$ cat config.mk
export PLATFORM = sky130hd
export DESIGN_NAME = mac_tile_recfg
export DESIGN_NICKNAME = d
export VERILOG_FILES = /design/src/rtl/mac_tile_recfg.sv
export SDC_FILE = /design/constraint.sdc
export NUM_CORES = 1
export LEC_CHECK = 0
export CAP_MARGIN = 20
export CORE_UTILIZATION = 41
export CTS_CLUSTER_DIAMETER = 150
export DETAILED_ROUTE_END_ITERATION = 12
export SYNTH_ARGS = -nofsm -noshare
export SYNTH_HDL_FRONTEND = slang
export SYNTH_SLANG_ARGS = --single-unit
$ cat constraint.sdc
create_clock -name clk -period 8.4 [get_ports clk]
set_input_delay 1.26 -clock clk [delete_from_list [all_inputs] [get_ports clk]]
set_output_delay 1.26 -clock clk [all_outputs]
set_load 0.02 [all_outputs]
$ cat src/rtl/mac_tile_recfg.sv
// Registered reconfigurable MAC tile: full-width or 2-lane SIMD weight-stationary PE.
// Optional MAC_SAT_EN: saturating final add plus a sat_hit pulse alongside valid_s.
module mac_tile_recfg #(
   parameter int bw      = 4,
   parameter int psum_bw = 16
) (
   input  logic               clk,
   input  logic               reset,
   input  logic [bw-1:0]      in_w,
   output logic [bw-1:0]      out_e,
   input  logic [1:0]         inst_w,
   output logic [1:0]         inst_e,
   input  logic [psum_bw-1:0] in_n,
   output logic [psum_bw-1:0] out_s,
   output logic               valid_s,
   input  logic               mode,
   input  logic               wclr,
   output logic               mode_q,
   output logic               exec_err,
   output logic [1:0]         state_dbg
`ifdef MAC_SAT_EN
   ,output logic              sat_hit
`endif
);

   // Handshake: there is no backpressure. inst_w[0] qualifies in_w as a weight,
   // inst_w[1] qualifies in_w/in_n as an execute; valid_s marks a fresh out_s.
   typedef enum logic [1:0] {EMPTY = 2'd0, HALF = 2'd1, FULL = 2'd2} state_t;

   state_t                state;
   logic [bw-1:0]         a_q;
   logic [bw-1:0]         w0;
   logic [bw-1:0]         w1;
   logic [psum_bw-1:0]    c_q;
   logic [1:0]            inst_q;

   logic signed [psum_bw-1:0] a_full, a_lo, a_hi, w0_x, w1_x, c_x;
   logic signed [psum_bw-1:0] prod;
   logic signed [psum_bw-1:0] result;
`ifdef MAC_SAT_EN
   logic signed [psum_bw:0]   sum_x;
   logic                      sat_flag;
`endif

   // Activations are zero-extended, weights sign-extended; psum_bw holds any product exactly.
   assign a_full = {{(psum_bw-bw){1'b0}}, a_q};
   assign a_lo   = {{(psum_bw-bw/2){1'b0}}, a_q[bw/2-1:0]};
   assign a_hi   = {{(psum_bw-bw/2){1'b0}}, a_q[bw-1:bw/2]};
   assign w0_x   = {{(psum_bw-bw){w0[bw-1]}}, w0};
   assign w1_x   = {{(psum_bw-bw){w1[bw-1]}}, w1};
   assign c_x    = c_q;

   always_comb begin
      prod = mode_q ? (a_lo * w0_x + a_hi * w1_x) : (a_full * w0_x);
      result = prod + c_x;
`ifdef MAC_SAT_EN
      sat_flag = 1'b0;
      sum_x = {prod[psum_bw-1], prod} + {c_x[psum_bw-1], c_x};
      if (sum_x[psum_bw] != sum_x[psum_bw-1]) begin
         sat_flag = 1'b1;
         result = sum_x[psum_bw] ? {1'b1, {(psum_bw-1){1'b0}}} : {1'b0, {(psum_bw-1){1'b1}}};
      end
`endif
   end

   always_ff @(posedge clk or negedge reset) begin
      if (!reset) begin
         state    <= EMPTY;
         a_q      <= '0;
         w0       <= '0;
         w1       <= '0;
         c_q      <= '0;
         inst_q   <= '0;
         out_s    <= '0;
         valid_s  <= 1'b0;
         mode_q   <= 1'b0;
         exec_err <= 1'b0;
`ifdef MAC_SAT_EN
         sat_hit  <= 1'b0;
`endif
      end else begin
         // Loads consumed by this tile must not be seen by the east neighbour.
         inst_q[1] <= inst_w[1];
         inst_q[0] <= (state == FULL && !wclr) ? inst_w[0] : 1'b0;
         if (inst_w != 2'b00) a_q <= in_w;
         if (inst_w[1]) c_q <= in_n;

         valid_s <= inst_q[1];
`ifdef MAC_SAT_EN
         sat_hit <= 1'b0;
`endif
         if (inst_q[1]) begin
            if (state == FULL) begin
               out_s <= result;
`ifdef MAC_SAT_EN
               sat_hit <= sat_flag;
`endif
            end else begin
               out_s    <= c_q;
               exec_err <= 1'b1;
            end
         end

         if (wclr) begin
            state <= EMPTY;
         end else begin
            case (state)
               EMPTY: if (inst_w[0]) begin
                  w0     <= in_w;
                  mode_q <= mode;
                  state  <= mode ? HALF : FULL;
               end
               HALF: if (inst_w[0]) begin
                  w1    <= in_w;
                  state <= FULL;
               end
               default: state <= FULL;
            endcase
         end
      end
   end

   assign out_e     = a_q;
   assign inst_e    = inst_q;
   assign state_dbg = state;

endmodule

==> results of run 1 <==
-- cell type report --
type                    instances  area [um2]
multi-input cells             300        2490
clock buffers                   7        76.3
fillers                       876        4590
repair buffers                 57         553
clock inverters                 1        5.00
flip-flops and latches         51        1280
inverters                      46         173
well taps                     129         161
-- registers in the layout, summed over array words and instances (netlist names) --
register,flops
out_s,16
mode_q,1
inst_e,2
out_e,4
exec_err,1
state_dbg,2
w0,4
c_q,16
w1,4
valid_s,1
-- logic make-up (layout without fill, tap and decap cells) --
group / Yosys count / count (layout)
DFF: 51 / 51
xor gates and xnor gates: 19 / 19
AOI/OAI and AO/OA: 85 / 85
buffers and inverters: 57 / 111
adders and majority gates: 63 / 63
muxes: 35 / 35
and+or+nand+nor: 98 / 98
-- worst max path at each step --
stage / slack, ps / end / cells past startpoint
floorplan: 3130 / out_s[15]$_DFFE_PN0P_ / 21
global placement: 2840 / out_s[15]$_DFFE_PN0P_ / 21
detailed placement: 2690 / out_s[15]$_DFFE_PN0P_ / 21
CTS: 2680 / out_s[15]$_DFFE_PN0P_ / 21
global route: 2240 / out_s[15]$_DFFE_PN0P_ / 21
finish: 2680 / out_s[15]$_DFFE_PN0P_ / 21
-- cells in the final DEF, fill, tap and decap left out, types with 3 or more instances in the layout --
cell              n
a21oi_1          23
nor2_1           27
mux2i_1           3
nor2b_1           5
a211oi_1          8
inv_1            46
mux2_2           32
fa_1             15
clkbuf_8          5
xnor2_1          12
a31oi_1          11
nand2_1          28
xor2_1            7
a21o_1            9
dfrtp_1          51
and3_1            3
ha_1             48
and2_1           16
clkdlybuf4s50_1  51
o21ai_0          17
buf_4             5
nor4b_1           4
nand3_1           3
-- worst max-delay path: cells and delay by family, from the launching register on --
kind | cells | cell delay (ps)
buffers and inverters | 4 | 350
AO/OA/AOI/OAI | 6 | 1450
flip-flops | 1 | 480
adder cells (fa/ha/maj) | 5 | 2100
AND/OR/NAND/NOR | 5 | 1160
XOR/XNOR | 1 | 100
-- where the power goes --
group	switching (mW)	leakage [nW]	internal, mW
combinational	0.489	1.55	0.409
clock	0.0793	0.0422	0.0587
sequential	0.0423	0.600	0.288
total	0.610	2.19	0.756
-- layer usage --
| metal | wire length, um | vias up | GRT usage |
|---|---|---|---|
| met1 | 4130 | 1468 | 0.265 |
| li1 | - | 1520 | - |
| met5 | 0 | - | 0 |
| met2 | 3890 | 55 | 0.288 |
| met3 | 274 | 10 | 0.0215 |
| met4 | 110 | 0 | 0.0468 |
-- cells in the mapped netlist (3+ instances only) --
cell type and number:
nor2_1 27, dfrtp_1 51, o21ai_0 17, nand2_1 28, fa_1 15, a211oi_1 8
and3_1 3, mux2_2 32, xnor2_1 12, inv_1 46, mux2i_1 3, and2_1 16
nand3_1 3, xor2_1 7, clkbuf_1 10, nor2b_1 5, ha_1 48, nor4b_1 4
a31oi_1 11, a21o_1 9, a21oi_1 23
-- per-stage QoR --
step                       util  worst slack [ps]  total power [mW]
after floorplan               -              3130              1.00
after global placement    0.499              2840              1.22
after detailed placement  0.499              2690              1.23
after CTS                 0.507              2680              1.38
after global routing      0.507              2240              1.51
final                     0.507              2680              1.37
==> impl_metrics.py, run 1 <==
metrics = {
    "outcome": {
        "status": "finished clean",
    },
    "die": {
        "dieArea_um2": 10100,
        "die_h_um": 101,
        "core_area_um2": 9330,
        "num_io_pins": 53,
        "rows": 35,
        "fp.dieW_um": 101,
        "start_util": 0.427,
    },
    "global_route": {
        "grt_pass1_vias": 3037,
        "grt_max_degree": 52,
        "antenna_found_initial": 0,
        "grt-ovfl-total": 0,
        "grt_usage": 0.182,
        "grt_first_pass_wirelength_um": 14700,
    },
    "layout": {
        "fin_nets": 550,
        "final_cells": 591,
        "area_growth_pct": 18.9,
        "final_cell_area_um2": 4730,
        "n_antenna_cell": 0,
        "layout-drive-gt1-share": 0.104,
    },
    "power": {
        "ir_drop_mv": 0.139,
        "power.density_nw_per_um2": 289,
        "power_leakage_nw": 2.19,
    },
    "timing": {
        "fin_setup_tns_ps": 0,
        "relSlewSlack": 0.324,
        "worst_pin_slew_ps": 1000,
        "rsz0062_at_grt": "no",
        "hold_viol_final": 0,
        "holdWs_ps": 466,
        "finalSetupViolations": 0,
        "fin_crit_ps": 5720,
        "max_freq_ghz": 0.175,
        "fin_crit_sh": 0.680,
        "fin_skew_ps": 4.71,
        "slew_viol_final": 0,
    },
    "yosys": {
        "ys_async_sr_fraction": 1.00,
        "muxShareOfSynthArea": 0.0981,
        "ys_seq_area_frac": 0.321,
        "synth_cell_types": 44,
        "synth_adder_area_share": 0.226,
        "synth_top_family_by_area": "adder cells",
        "syn-num-nets": 497,
        "synth_area_leaders": "dfrtp_1 (32%), ha_1 (15%), mux2_2 (9.1%)",
        "synth_edf_count": 0,
        "synth-compound-area-share": 0.135,
        "synthSimpleGateAreaFrac": 0.124,
        "ys_ff_latch": 51,
        "syn_area_per_cell_um2": 9.76,
        "netlist_area_um2": 3980,
        "synth.largest_area_cell": "dfrtp_1",
        "yosysWarnings": 0,
        "syn_inst": 408,
        "synth.top_cell.area_share": 0.321,
        "synth_top_flop_cell": "dfrtp_1",
        "synth_xor_area_frac": 0.0418,
    },
    "setup_path": {
        "worst-setup-path-type": "flop to flop",
        "r2r-start": "out_e[2]$_DFFE_PN0P_",
        "cp_cell_sequence": "nand2_1 > inv_1 > ha_1 > fa_1 > inv_1 > fa_1 > inv_1 > ha_1 > a211oi_1 > nor4_1 > nor4_1 > and3_1 > inv_1 > ha_1 > a21oi_2 > o21ai_1 > a221o_1 > a221oi_2 > xnor2_1 > or3_1 > a31oi_1",
        "cpMostUsedCell": "inv_1",
        "cp_max_fo": 10,
        "arrival_ps": 5940,
        "reg2regPathDepth": 21,
        "cp-start-kind": "flop",
        "r2r_end": "out_s[15]$_DFFE_PN0P_",
        "critPathMaxStageDelay_ps": 560,
        "rrSetupSlack_ps": 2680,
        "critical_path.slowest_cell": "fa_1",
        "required_ps": 8630,
        "startpoint": "out_e[2]$_DFFE_PN0P_",
        "cp-end-kind": "flop",
    },
    "clock_tree": {
        "post_cts_resized": 0,
        "post_cts_buffers": 0,
        "clk_latency_ps": 300,
        "clockBufferDepth": 2,
        "tritoncts.num_buffers": 5,
        "cts.clk_slew.worst_paths_ps": 90,
        "cts-root-buf": "clkbuf_8",
        "clock-sinks": 51,
        "ctsHoldBuffers": 0,
        "htreeDepth": 2,
        "cts_tree": "yes",
    },
    "drt": {
        "wirelength_um": 8400,
        "vias_per_cell": 5.17,
        "ant_nets": 0,
        "drc": 0,
        "first_pass_iters": 5,
        "avgRoutedWirePerCell_um": 14.2,
        "vias": 3053,
        "drt_iter0_markers": 160,
    },
    "worst_hold_path": {
        "min_delay_worst_endpoint": "exec_err$_DFFE_PN0P_",
        "hold_path_depth": 1,
        "min_path_type": "flop to flop",
        "min_from": "exec_err$_DFFE_PN0P_",
    },
    "placed_design": {
        "place_area_um2": 4650,
        "gp_congestion": 0.878,
        "dp_hpwl_um": 6510,
        "placement.io_buffers": 52,
        "dp_cells": 583,
    },
    "job": {
        "max-cap-violations": 0,
    },
}
(Power assumes the default switching activity.)
==> run 2, diff against run 1 <==
Clock period 8.4 ns to 4.95 ns, I/O delays scaled along.
==> impl_metrics.py, run 2 (synthesized netlist as in run 1, its figures left out) <==
metrics = {
    "clock_tree": {
        "htreeDepth": 2,
        "clock-sinks": 51,
        "clockBufferDepth": 2,
        "tritoncts.num_buffers": 5,
        "cts.clk_slew.worst_paths_ps": 110,
        "clk_latency_ps": 320,
        "cts_tree": "yes",
        "cts-root-buf": "clkbuf_8",
        "ctsHoldBuffers": 0,
    },
    "setup_path": {
        "startpoint": "out_e[0]$_DFFE_PN0P_",
        "worst-setup-path-type": "flop to flop",
        "crit_end": "out_s[15]$_DFFE_PN0P_",
        "critical_path.slowest_cell": "fa_1",
        "arrival_ps": 5430,
        "cpMostUsedCell": "ha_4",
        "cp_max_fo": 7,
        "rrSetupSlack_ps": -240,
        "cp_cell_sequence": "buf_6 > and2_4 > ha_4 > fa_1 > inv_1 > fa_1 > inv_2 > ha_4 > a211oi_4 > buf_4 > o2111a_1 > nor4_4 > and3_4 > inv_8 > ha_4 > a21oi_4 > o21ai_2 > a221o_1 > a221oi_2 > xnor2_1 > or3_1 > a31oi_1",
        "required_ps": 5190,
        "cp-end-kind": "flop",
        "reg2regPathDepth": 22,
        "critPathMaxStageDelay_ps": 570,
        "cp-start-kind": "flop",
        "r2r-start": "out_e[0]$_DFFE_PN0P_",
        "r2r_end": "out_s[15]$_DFFE_PN0P_",
    },
    "timing": {
        "relSlewSlack": 0.317,
        "hold_viol_final": 0,
        "rsz0062_at_grt": "yes",
        "fin_crit_ps": 5190,
        "slew_viol_final": 0,
        "max_freq_ghz": 0.193,
        "holdWs_ps": 483,
        "fin_skew_ps": 7.51,
        "final.setup.worst_slack_ps": -240,
        "worst_pin_slew_ps": 1010,
        "finalSetupViolations": 1,
        "fin_crit_sh": 1.05,
    },
    "drt": {
        "drc": 0,
        "wirelength_um": 10100,
        "avgRoutedWirePerCell_um": 15.6,
        "first_pass_iters": 5,
        "vias_per_cell": 5.04,
        "drt_iter0_markers": 102,
        "ant_nets": 0,
        "vias": 3264,
    },
    "layout": {
        "final_cell_mix": "buf_4 (54), clkdlybuf4s50_1 (51), dfrtp_1 (46)",
        "layout-drive-gt1-share": 0.345,
        "reg.largest.list": "c_q: 16 flops, out_s: 16 flops",
        "n_antenna_cell": 0,
        "final_cell_area_um2": 5660,
        "fin_nets": 607,
        "final_cells": 648,
        "n_fill_cell": 792,
        "final_common_cell": "buf_4",
        "final_util": 0.607,
        "area_growth_pct": 42.3,
    },
    "die": {
        "num_io_pins": 53,
        "dieArea_um2": 10100,
        "start_util": 0.427,
        "rows": 35,
        "fp.dieW_um": 101,
        "die_h_um": 101,
        "core_area_um2": 9330,
    },
    "placed_design": {
        "dp_hpwl_um": 7290,
        "dp_cells": 626,
        "gp_congestion": 0.885,
        "placement.io_buffers": 52,
        "place_area_um2": 5130,
    },
    "worst_hold_path": {
        "min_path_type": "flop to flop",
    },
    "global_route": {
        "grt_max_degree": 52,
        "grt_first_pass_wirelength_um": 15800,
        "grt_usage": 0.200,
        "antenna_found_initial": 0,
        "grt-ovfl-total": 0,
        "grt_pass1_vias": 3259,
    },
    "power": {
        "power_leakage_nw": 2.52,
        "power.density_nw_per_um2": 571,
        "ir_drop_mv": 0.317,
    },
    "outcome": {
        "violations": "negative setup slack",
        "status": "finished, violations left",
    },
    "job": {
        "max-cap-violations": 0,
    },
}
run 2: cell count changes in the layout (fill, tap and decap cells not counted), sizes merged:
cell,delta
clkdlybuf4s18,+1
bufinv,+1
buf,+56
clkbuf,-2
inv,+1
run 2: metrics by stage:
step	power [mW]	TNS, ps	setup slack, ps
2_1_floorplan	1.84	-14.0	-14.0
3_3_place_gp	2.47	-197	-136
3_5_place_dp	2.50	-478	-223
4_1_cts	2.93	-120	-120
5_1_grt	3.49	-1040	-441
6_report	3.23	-240	-240
run 2: worst min-delay path by stage:
stage / cells past startpoint / slack [ps] / from / to
final: 1 / 480 / exec_err$_DFFE_PN0P_ / exec_err$_DFFE_PN0P_
after global routing: 1 / 520 / exec_err$_DFFE_PN0P_ / exec_err$_DFFE_PN0P_
after CTS: 1 / 490 / exec_err$_DFFE_PN0P_ / exec_err$_DFFE_PN0P_
after detailed placement: 1 / 460 / exec_err$_DFFE_PN0P_ / exec_err$_DFFE_PN0P_
after global placement: 1 / 450 / exec_err$_DFFE_PN0P_ / exec_err$_DFFE_PN0P_
after floorplan: 0 / 450 / reset / c_q[0]$_DFFE_PN0P_
run 2: critical path: cells and delay by family, from the launching register on:
kind | cells | cell delay (ps)
buf+inv | 5 | 430
xor+xnor | 1 | 130
flops | 1 | 430
simple gates | 4 | 930
fa+ha+maj | 5 | 1830
compound gates | 7 | 1350
run 2: power by group:
part | total (mW) | internal [mW] | switching [mW] | leakage [nW]
registers | 0.563 | 0.490 | 0.0726 | 0.594
clock network | 0.312 | 0.154 | 0.159 | 0.0587
logic | 2.36 | 1.20 | 1.15 | 1.86
run 2: what timing repair did:
action | CTS | global route
hold endpoints to repair | 0 | 0
endpoints found under the setup margin | 7 | 11
gates resized for setup | 21 | 52
setup buffers | 6 | 10
pin swaps | 11 | 38
run 2: final cells by class:
class	count	area, um2	share of cell area
Timing Repair Buffer	114	1010	0.178
Multi-Input combinational cell	300	2910	0.514
Clock buffer	5	68.8	0.0121
Clock inverter	3	47.5	0.00839
Sequential cell	51	1280	0.226
Tap cell	129	161	0.0285
Inverter	46	180	0.0318
run 2: routing by layer:
metal	part of all wire	GRT usage	up-vias
met5	0	0	-
met4	0.011	0.0557	0
met3	0.021	0.0194	9
met2	0.48	0.326	50
met1	0.49	0.283	1574
li1	-	-	1631
